## src/rtl/cache_mem_arbiter.sv

```systemverilog
// Shares one multi-cycle memory port between the I-cache and D-cache, granting
// ownership round-robin and steering returned read data to the issuing cache.
module cache_mem_arbiter #(
  parameter int ADDR_W  = 16,
  parameter int DATA_W  = 16,
  parameter int MAX_OUT = 4
) (
  input  logic              clk,
  input  logic              rst,
  input  logic              i_req,
  input  logic              i_en,
  input  logic [ADDR_W-1:0] i_addr,
  output logic              i_grant,
  output logic [DATA_W-1:0] i_data,
  output logic              i_data_valid,
  input  logic              d_req,
  input  logic              d_en,
  input  logic              d_wr,
  input  logic [ADDR_W-1:0] d_addr,
  input  logic [DATA_W-1:0] d_wdata,
  output logic              d_grant,
  output logic [DATA_W-1:0] d_data,
  output logic              d_data_valid,
  output logic [ADDR_W-1:0] mem_addr,
  output logic [DATA_W-1:0] mem_data_in,
  output logic              mem_enable,
  output logic              mem_wr,
  input  logic [DATA_W-1:0] mem_data_out,
  input  logic              mem_data_valid,
  output logic              err
);

  localparam int CNT_W = $clog2(MAX_OUT + 1);

  typedef enum logic [1:0] {IDLE, OWN_I, OWN_D, DRAIN} state_t;

  state_t             state, state_nxt;
  logic               last_d, last_d_nxt;
  logic [CNT_W-1:0]   out_cnt;
  logic               cnt_full, cnt_zero, rd_ret;
  logic               fwd, fwd_wr, fsm_err, err_set;
  logic [ADDR_W-1:0]  addr_sel;
  logic [DATA_W-1:0]  wdata_sel;
  logic               route_d;

  assign cnt_full = (out_cnt == CNT_W'(MAX_OUT));
  assign cnt_zero = (out_cnt == '0);
  // Returns with nothing outstanding are protocol errors and are dropped.
  assign rd_ret   = mem_data_valid & ~cnt_zero;

  always_comb begin
    state_nxt  = state;
    last_d_nxt = last_d;
    fwd        = 1'b0;
    fwd_wr     = 1'b0;
    fsm_err    = 1'b0;
    addr_sel   = '0;
    wdata_sel  = '0;
    case (state)
      IDLE: begin
        // On a tie the cache that did not own memory last goes first.
        if (d_req && (!i_req || !last_d))
          state_nxt = OWN_D;
        else if (i_req)
          state_nxt = OWN_I;
      end
      OWN_I: begin
        addr_sel = i_addr;
        if (i_req) begin
          if (i_en) begin
            if (cnt_full) fsm_err = 1'b1;
            else          fwd     = 1'b1;
          end
        end else begin
          last_d_nxt = 1'b0;
          fsm_err    = i_en;
          state_nxt  = cnt_zero ? IDLE : DRAIN;
        end
      end
      OWN_D: begin
        addr_sel  = d_addr;
        wdata_sel = d_wdata;
        if (d_req) begin
          if (d_en) begin
            if (d_wr) begin
              fwd    = 1'b1;
              fwd_wr = 1'b1;
            end else if (cnt_full) begin
              fsm_err = 1'b1;
            end else begin
              fwd = 1'b1;
            end
          end
        end else begin
          last_d_nxt = 1'b1;
          fsm_err    = d_en;
          state_nxt  = cnt_zero ? IDLE : DRAIN;
        end
      end
      DRAIN: begin
        if (cnt_zero || (out_cnt == CNT_W'(1) && mem_data_valid))
          state_nxt = IDLE;
      end
      default: state_nxt = IDLE;
    endcase
  end

  assign err_set = fsm_err
                 | (i_en & ~i_grant)
                 | (d_en & ~d_grant)
                 | (mem_data_valid & cnt_zero);

  always_ff @(posedge clk or posedge rst) begin
    if (rst) begin
      state   <= IDLE;
      last_d  <= 1'b0;
      i_grant <= 1'b0;
      d_grant <= 1'b0;
      out_cnt <= '0;
      err     <= 1'b0;
    end else begin
      state   <= state_nxt;
      last_d  <= last_d_nxt;
      i_grant <= (state_nxt == OWN_I);
      d_grant <= (state_nxt == OWN_D);
      if (err_set) err <= 1'b1;
      case ({fwd & ~fwd_wr, rd_ret})
        2'b10:   out_cnt <= out_cnt + CNT_W'(1);
        2'b01:   out_cnt <= out_cnt - CNT_W'(1);
        default: out_cnt <= out_cnt;
      endcase
    end
  end

  // Memory port is forced quiet while reset is held, independent of the clock.
  assign mem_enable  = fwd & ~rst;
  assign mem_wr      = fwd_wr & ~rst;
  assign mem_addr    = rst ? '0 : addr_sel;
  assign mem_data_in = rst ? '0 : wdata_sel;

  assign route_d      = (state == OWN_D) | ((state != OWN_I) & last_d);
  assign i_data_valid = rd_ret & ~route_d;
  assign d_data_valid = rd_ret & route_d;
  assign i_data       = mem_data_out;
  assign d_data       = mem_data_out;

endmodule

```

## config.mk

```make
export PLATFORM = sky130hd
export DESIGN_NAME = cache_mem_arbiter
export DESIGN_NICKNAME = d
export VERILOG_FILES = /design/src/rtl/cache_mem_arbiter.sv
export SDC_FILE = /design/constraint.sdc
export NUM_CORES = 1
export LEC_CHECK = 0
export CORE_MARGIN = 4
export CORE_UTILIZATION = 25
export DETAILED_ROUTE_END_ITERATION = 12
export GPL_TIMING_DRIVEN = 0
export PLACE_DENSITY = 0.73
export SETUP_SLACK_MARGIN = 0.5
export SLEW_MARGIN = 5
export SYNTH_ARGS = -nofsm -noshare
export SYNTH_HDL_FRONTEND = slang
export SYNTH_SLANG_ARGS = --single-unit
```

## constraint.sdc

```tcl
create_clock -name clk -period 2.6 [get_ports clk]
set_input_delay 0.52 -clock clk [delete_from_list [all_inputs] [get_ports clk]]
set_output_delay 0.52 -clock clk [all_outputs]
set_load 0.05 [all_outputs]
```

==> results of run 1 <==
[synthesized netlist by cell type]
cell	instances	share of area, %
buf_4	32	18
nor2_1	19	5.4
and2_1	18	8.5
a22oi_1	16	9.1
inv_1	14	4.0
dfrtp_1	9	17
ha_1	9	8.5
a21oi_1	7	2.7
nand2_1	7	2.0
o21ai_0	6	2.3
clkbuf_1	4	1.1
a31oi_1	3	1.4
buf_2	3	1.1
nand2b_1	3	1.4
nor2b_1	3	1.4
and3_1	2	0.95
mux2i_1	2	1.5
nand3_1	2	0.76
o211ai_1	2	1.1
xnor2_1	2	1.3
a21o_1	1	0.57
a21oi_2	1	0.66
a221oi_1	1	0.66
a2bb2oi_1	1	0.66
a311o_1	1	0.76
buf_6	1	0.85
nand2b_4	1	1.0
nand3b_1	1	0.57
nor2b_2	1	0.66
nor2b_4	1	1.0
o21ai_1	1	0.38
o221a_2	1	0.85
o221ai_1	1	0.66
xor2_1	1	0.66
[routing by layer]
layer  track usage, %  vias to the layer above  part of all wire (%)
met2            30.63                       70                    54
met1            18.75                      810                    36
met3            4.933                        2                   9.6
li1                 -                      862                     -
met5                0                        -                     0
met4            2.534                        0                  0.32
[cells by family after synthesis]
group	after synthesis	synth area share [%]
simple gates	58	23.79
buf+inv	54	25.31
compound gates	42	21.80
fa+ha+maj	9	8.531
flops	9	17.06
xor+xnor	3	1.991
mux	2	1.517
[registers in the layout (all words and copies together), names as in the netlist]
signal	cells
d_grant	1
err	1
i_grant	1
last_d	1
out_cnt	3
state	2
[what timing repair did]
item,in CTS,in global routing
buffers inserted,8,3
setup endpoints to repair,36,36
cloned,2,3
pin swaps,2,11
gates resized for setup,277,64
[worst max-delay path by stage]
stage	start	to	slack (ns)	cells past startpoint
global placement	rst	mem_addr[12]	-0.87	6
CTS	state[0]	mem_data_in[6]	0.41	6
finish	state[0]	mem_addr[7]	0.45	7
detailed placement	rst	mem_addr[5]	-0.90	6
floorplan	rst	mem_addr[10]	0.36	4
global route	state[0]	mem_data_in[13]	0.37	6
[power by group through the flow]
| stage | combinational (µW) | clock, µW | sequential, µW |
|---|---|---|---|
| after global routing | 2390 | 184 | 287 |
| final | 2240 | 166 | 278 |
| after CTS | 2000 | 171 | 268 |
| after floorplan | 1120 | 0 | 282 |
| after detailed placement | 1620 | 0 | 257 |
| after global placement | 1600 | 0 | 257 |
[critical path: cells and delay by family, from the launching register on]
family                     cells  cell delay [ns]
adders and majority gates      1             0.18
and+or+nand+nor                1             0.06
AOI/OAI and AO/OA              1             0.18
buffers and inverters          4             0.55
DFF                            1             0.43
[area by class of cell]
| cell class | count | area, µm² | share of cell area [%] |
|---|---|---|---|
| timing repair buffer | 140 | 1460 | 45.20 |
| tap | 70 | 87.58 | 2.711 |
| clock buffer | 3 | 41.29 | 1.278 |
| multi-input combinational | 114 | 972.2 | 30.09 |
| inverter | 14 | 63.81 | 1.975 |
| clock inverter | 1 | 5.005 | 0.1549 |
| sequential | 9 | 229.0 | 7.088 |
| buffer | 40 | 371.6 | 11.50 |
[per-stage QoR]
stage               hold WS [ns]  total power, µW
floorplan                 0.3614             1405
global placement          0.5045             1861
detailed placement        0.4941             1879
CTS                       0.5180             2441
global route              0.5530             2862
finish                    0.5061             2687
==> results.ini, run 1 <==
[sta]
period_needed_ns = 2.150
fmax_mhz = 465.1
rsz0062_at_grt = true
finalMaxSlewViolations = 0
finalHoldViolCount = 0
slew_headroom_pct = 65.84
setup_viol = 0
worst_pin_slew_ns = 0.5108
fin_crit_sh_pct = 82.69
final.setup.tns_ns = 0
fin_worst_skew_ns = 0.002213
final.setup.worst_slack_ns = 0.4500

[layout]
layout-drive-gt1-share_pct = 47.35
fin_cells = 391
nFillCells = 428
syn_to_final_growth_pct = 144.7
layout_commonest_cell = clkdlybuf4s50_1
fin_nets = 403
final_cell_mix = clkdlybuf4s50_1 (85), buf_4 (45), buf_6 (31), a22oi_2 (11), nor2_1 (9)
antennaDiodeCount = 0
stdcell_area_um2 = 3231
fin_util_pct = 63.25

[logic_synthesis]
synthesis.area_um2 = 1320
synth_nets = 258
ys_ff_latch = 9
synthDistinctLibCells = 34
ys_seq_area_share_pct = 17.06
synthCells = 177
yosys_warnings = 0
syn_area_per_cell_um2 = 7.458

[die]
pin_count = 143
design.core.area_um2 = 5107
die-area_um2 = 6507
core.rowCount = 26
die_h_um = 80.67
initial_core_util_pct = 25.85
die_x_um = 80.67

[setup_path]
critical_path_class = register to primary output
crit_fanout = 11
worstRegToRegCells = 8
critPathRequiredTime_ns = 2.08
r2r_setup_slack_ns = 0.69
end_kind = primary output
r2r-start = state[0]
critPathArrivalTime_ns = 1.63
cpPeakStageDelay_ns = 0.43
r2r_end = out_cnt[2]
cp_cell_sequence = inv_4, ha_4, clkbuf_16, clkbuf_16, a22oi_2, nor2_2, buf_6
cp_slowest_cell = dfrtp_2
startpoint_type = register
crit_top_cell = clkbuf_16

[hold_path]
min_path_cells = 2
hp-class = register to register
holdPathEnd = err
hp-start = err

[placement]
dp.cells = 371
place_ws_ns = -0.8974
dpl_cell_area_um2 = 2700
hpwl_mm = 4.457
io_buffers = 124
gp_congestion = 0.8213

[clocking]
hold_buffers = 0
cts_tree = done
clock_sinks = 9
path_clk_slew_ns = 0.05
cts_made_buffers = 3
clockRootBuffer = clkbuf_8
clock_path_buffers = 2
htreeDepth = 1
worst_skew_pair.late_latency_ns = 0.23

[grt]
grt_overflow = 0
grt_pass1_wl_mm = 8.569
grtUsageTotal_pct = 16.50
grt_pass1_vias = 1677
grt_max_degree = 11
antenna_found_initial = 0

[power_and_ir_drop]
power.internal_uw = 1374
max-vdd-ir-drop_uv = 558.7
switching_power_uw = 1313
power_density_nw_per_um2 = 831.8
seqPwrFrac_pct = 10.3
p_clk_share_pct = 6.2
switching_share_pct = 48.86
p_leak_uw = 0.001379
p_comb_share_pct = 83.5

[route]
dr.pass1.iters = 4
vias_per_cell = 4.460
wl_per_cell_um = 15.21
wirelength_mm = 5.946
postRouteAntennaNets = 0
drc = 0
vias = 1744
drt_iter0_markers = 53

[outcome]
outcome = finished, final reports clean

[run]
max-cap-violations = 0

(Power assumes the default switching activity.)
==> inputs of run 2 (changes only) <==
- PLACE_DENSITY: 0.73 -> 0.76
- clock period: 2.6 -> 1.9 ns (I/O delays scaled with it)
==> results.ini, run 2 (synthesis gave the netlist of run 1 again) <==
[outcome]
outcome = complete, but fails checks
violations = setup timing

[clocking]
path_clk_slew_ns = 0.05  ; about the same
clockRootBuffer = clkbuf_8
cts_made_buffers = 3  ; unchanged
clock_path_buffers = 2  ; unchanged
clock_sinks = 9  ; unchanged
worst_skew_pair.late_latency_ns = 0.24  ; about the same
cts_tree = done
htreeDepth = 1  ; unchanged

[setup_path]
worstRegToRegCells = 9  ; +1
end_kind = primary output
startpoint = state[0]
crit_top_cell = buf_6
cp_slowest_cell = dfrtp_2
r2r_setup_slack_ns = -0.02  ; -0.71 ns
cp_top_family = buffers and inverters
crit_fanout = 5  ; -6
cpPeakStageDelay_ns = 0.43  ; about the same
critPathArrivalTime_ns = 1.64  ; about the same
critPathRequiredTime_ns = 1.52  ; -0.56 ns
critical_path_class = register to primary output
r2r_end = out_cnt[2]
startpoint_type = register
cp_cell_sequence = buf_6, ha_4, buf_8, buf_12, a22oi_2, nor2_4, buf_6
crit_buf_inv = 4  ; unchanged
r2r-start = state[0]

[route]
wl_per_cell_um = 15.62  ; +2.7%
dr.pass1.iters = 4  ; unchanged
postRouteAntennaNets = 0  ; unchanged
drc = 0  ; unchanged
wirelength_mm = 6.278  ; +5.6%
drt_iter0_markers = 34  ; -36%
vias_per_cell = 4.478  ; +0.39%
vias = 1800  ; +3.2%

[sta]
setup_viol = 36  ; +36
worst_pin_slew_ns = 0.5053  ; -0.005549 ns
fin_worst_skew_ns = 0.005613  ; +0.003399 ns
rsz0062_at_grt = true
final.setup.worst_slack_ns = -0.1166  ; -0.5666 ns
period_needed_ns = 2.017
slew_headroom_pct = 66.45  ; +0.61 points
finalMaxSlewViolations = 0  ; unchanged
finalHoldViolCount = 0  ; unchanged
fin_crit_sh_pct = 106.1
fmax_mhz = 495.9

[layout]
syn_to_final_growth_pct = 177.4
final-seq-area_um2 = 229.0  ; unchanged
stdcell_area_um2 = 3662  ; +13%
final_cell_mix = clkdlybuf4s50_1 (51), buf_4 (49), dlygate4sd2_1 (34), buf_8 (29), and2_4 (18)
layout-drive-gt1-share_pct = 60.24  ; +13 points
layout_commonest_cell = clkdlybuf4s50_1
multi_input_comb_area_um2 = 1211  ; +25%
fin_nets = 414  ; +2.7%
nFillCells = 372  ; -13%
largest_reg_flops = 3  ; unchanged
largestRegisters = out_cnt x3, state x2
antennaDiodeCount = 0  ; unchanged
regMostFlops = out_cnt

[hold_path]
hp-class = input pin to asynchronous set/reset pin

[grt]
grtUsageTotal_pct = 17.83  ; +1.3 points
grt_overflow = 0  ; unchanged
grt_pass1_vias = 1803  ; +7.5%
antenna_found_initial = 0  ; unchanged
grt_max_degree = 11  ; unchanged
grt_pass1_wl_mm = 8.983  ; +4.8%

[power_and_ir_drop]
p_leak_uw = 0.001570  ; +14%
max-vdd-ir-drop_uv = 1089  ; +95%
power_density_nw_per_um2 = 1189  ; +43%

[die]
die_h_um = 80.67  ; unchanged
die_x_um = 80.67  ; unchanged
core.rowCount = 26  ; unchanged
design.core.area_um2 = 5107  ; unchanged
pin_count = 143  ; unchanged
die-area_um2 = 6507  ; unchanged
initial_core_util_pct = 25.85  ; unchanged

[placement]
hpwl_mm = 4.521  ; +1.4%
dpl_cell_area_um2 = 2967  ; +9.9%
gp_congestion = 0.9184  ; +12%
io_buffers = 124  ; unchanged
place_ws_ns = -1.083  ; -0.1852 ns

[run]
max-cap-violations = 0  ; unchanged

run 2: cell count changes in the layout (fill, tap and decap cells not counted), sizes merged:
cell | before | now
clkdlybuf4s15 | 0 | 3
clkinv | 1 | 0
buf | 86 | 99
clkdlybuf4s50 | 85 | 51
clkbuf | 9 | 8
dlygate4sd2 | 3 | 34
run 2: per-layer routing:
layer	global-route usage [%]	wire [µm]	up-vias
met2	35.43	3495	76
met4	5.236	98	0
li1	-	-	875
met1	18.47	2124	842
met5	0	0	-
met3	3.475	560	7
run 2: report_power, final:
group / total, µW / switching [µW] / internal [µW]
logic: 3750 / 1900 / 1850
clock network: 229 / 82.2 / 147
registers: 376 / 99.3 / 277
run 2: what timing repair did:
| action | CTS | global route |
|---|---|---|
| gates cloned | 3 | 0 |
| pin swaps | 38 | 14 |
| gates resized for setup | 370 | 16 |
| buffers inserted | 19 | 5 |
| endpoints found under the setup margin | 79 | 45 |
| hold buffers | 0 | 0 |
| endpoints found under the hold margin | 0 | 0 |
run 2: how the worst max path moves through the flow:
stage / cells after the start / slack (ns) / to
after detailed placement: 6 / -1.08 / mem_addr[6]
after CTS: 7 / -0.10 / mem_addr[9]
after global placement: 6 / -1.04 / mem_addr[6]
final: 7 / -0.12 / mem_addr[6]
after floorplan: 9 / 0.13 / out_cnt[2]
after global routing: 7 / -0.16 / mem_addr[6]
run 2: layout make-up:
| cell class | instances | area share [%] |
|---|---|---|
| timing repair buffer | 151 | 45.13 |
| multi-input combinational | 114 | 33.07 |
| buffer | 40 | 10.25 |
| sequential | 9 | 6.252 |
| tap | 70 | 2.392 |
| inverter | 14 | 1.674 |
| clock buffer | 4 | 1.230 |
run 2: through the flow:
stage | cells | util (%) | TNS, ns | power [µW] | hold slack, ns
2_1_floorplan | 177 | - | 0 | 2391 | 0.2741
3_3_place_gp | 371 | 58.08 | -28.91 | 3025 | 0.4915
3_5_place_dp | 371 | 58.08 | -30.09 | 3066 | 0.4906
4_1_cts | 397 | 69.77 | -2.040 | 4188 | 0.3857
5_1_grt | 402 | 71.71 | -4.269 | 4595 | 0.4020
6_report | 402 | 71.71 | -1.995 | 4356 | 0.3985
run 2: worst reg2reg max path, cell delays in order, from the launching register on:
cell	delay, ns
dfrtp_2	0.43
inv_4	0.09
ha_4	0.17
and3_4	0.22
mux2i_2	0.23
nand3_2	0.13
ha_4	0.19
mux2i_1	0.15
nor2_1	0.07
xor2_1	0.13
==> inputs of run 3 (changes only) <==
- CTS_CLUSTER_SIZE: not set -> 14
==> results of run 3 <==
Same layout as run 2: the final DEF is identical, and so are final timing and power.
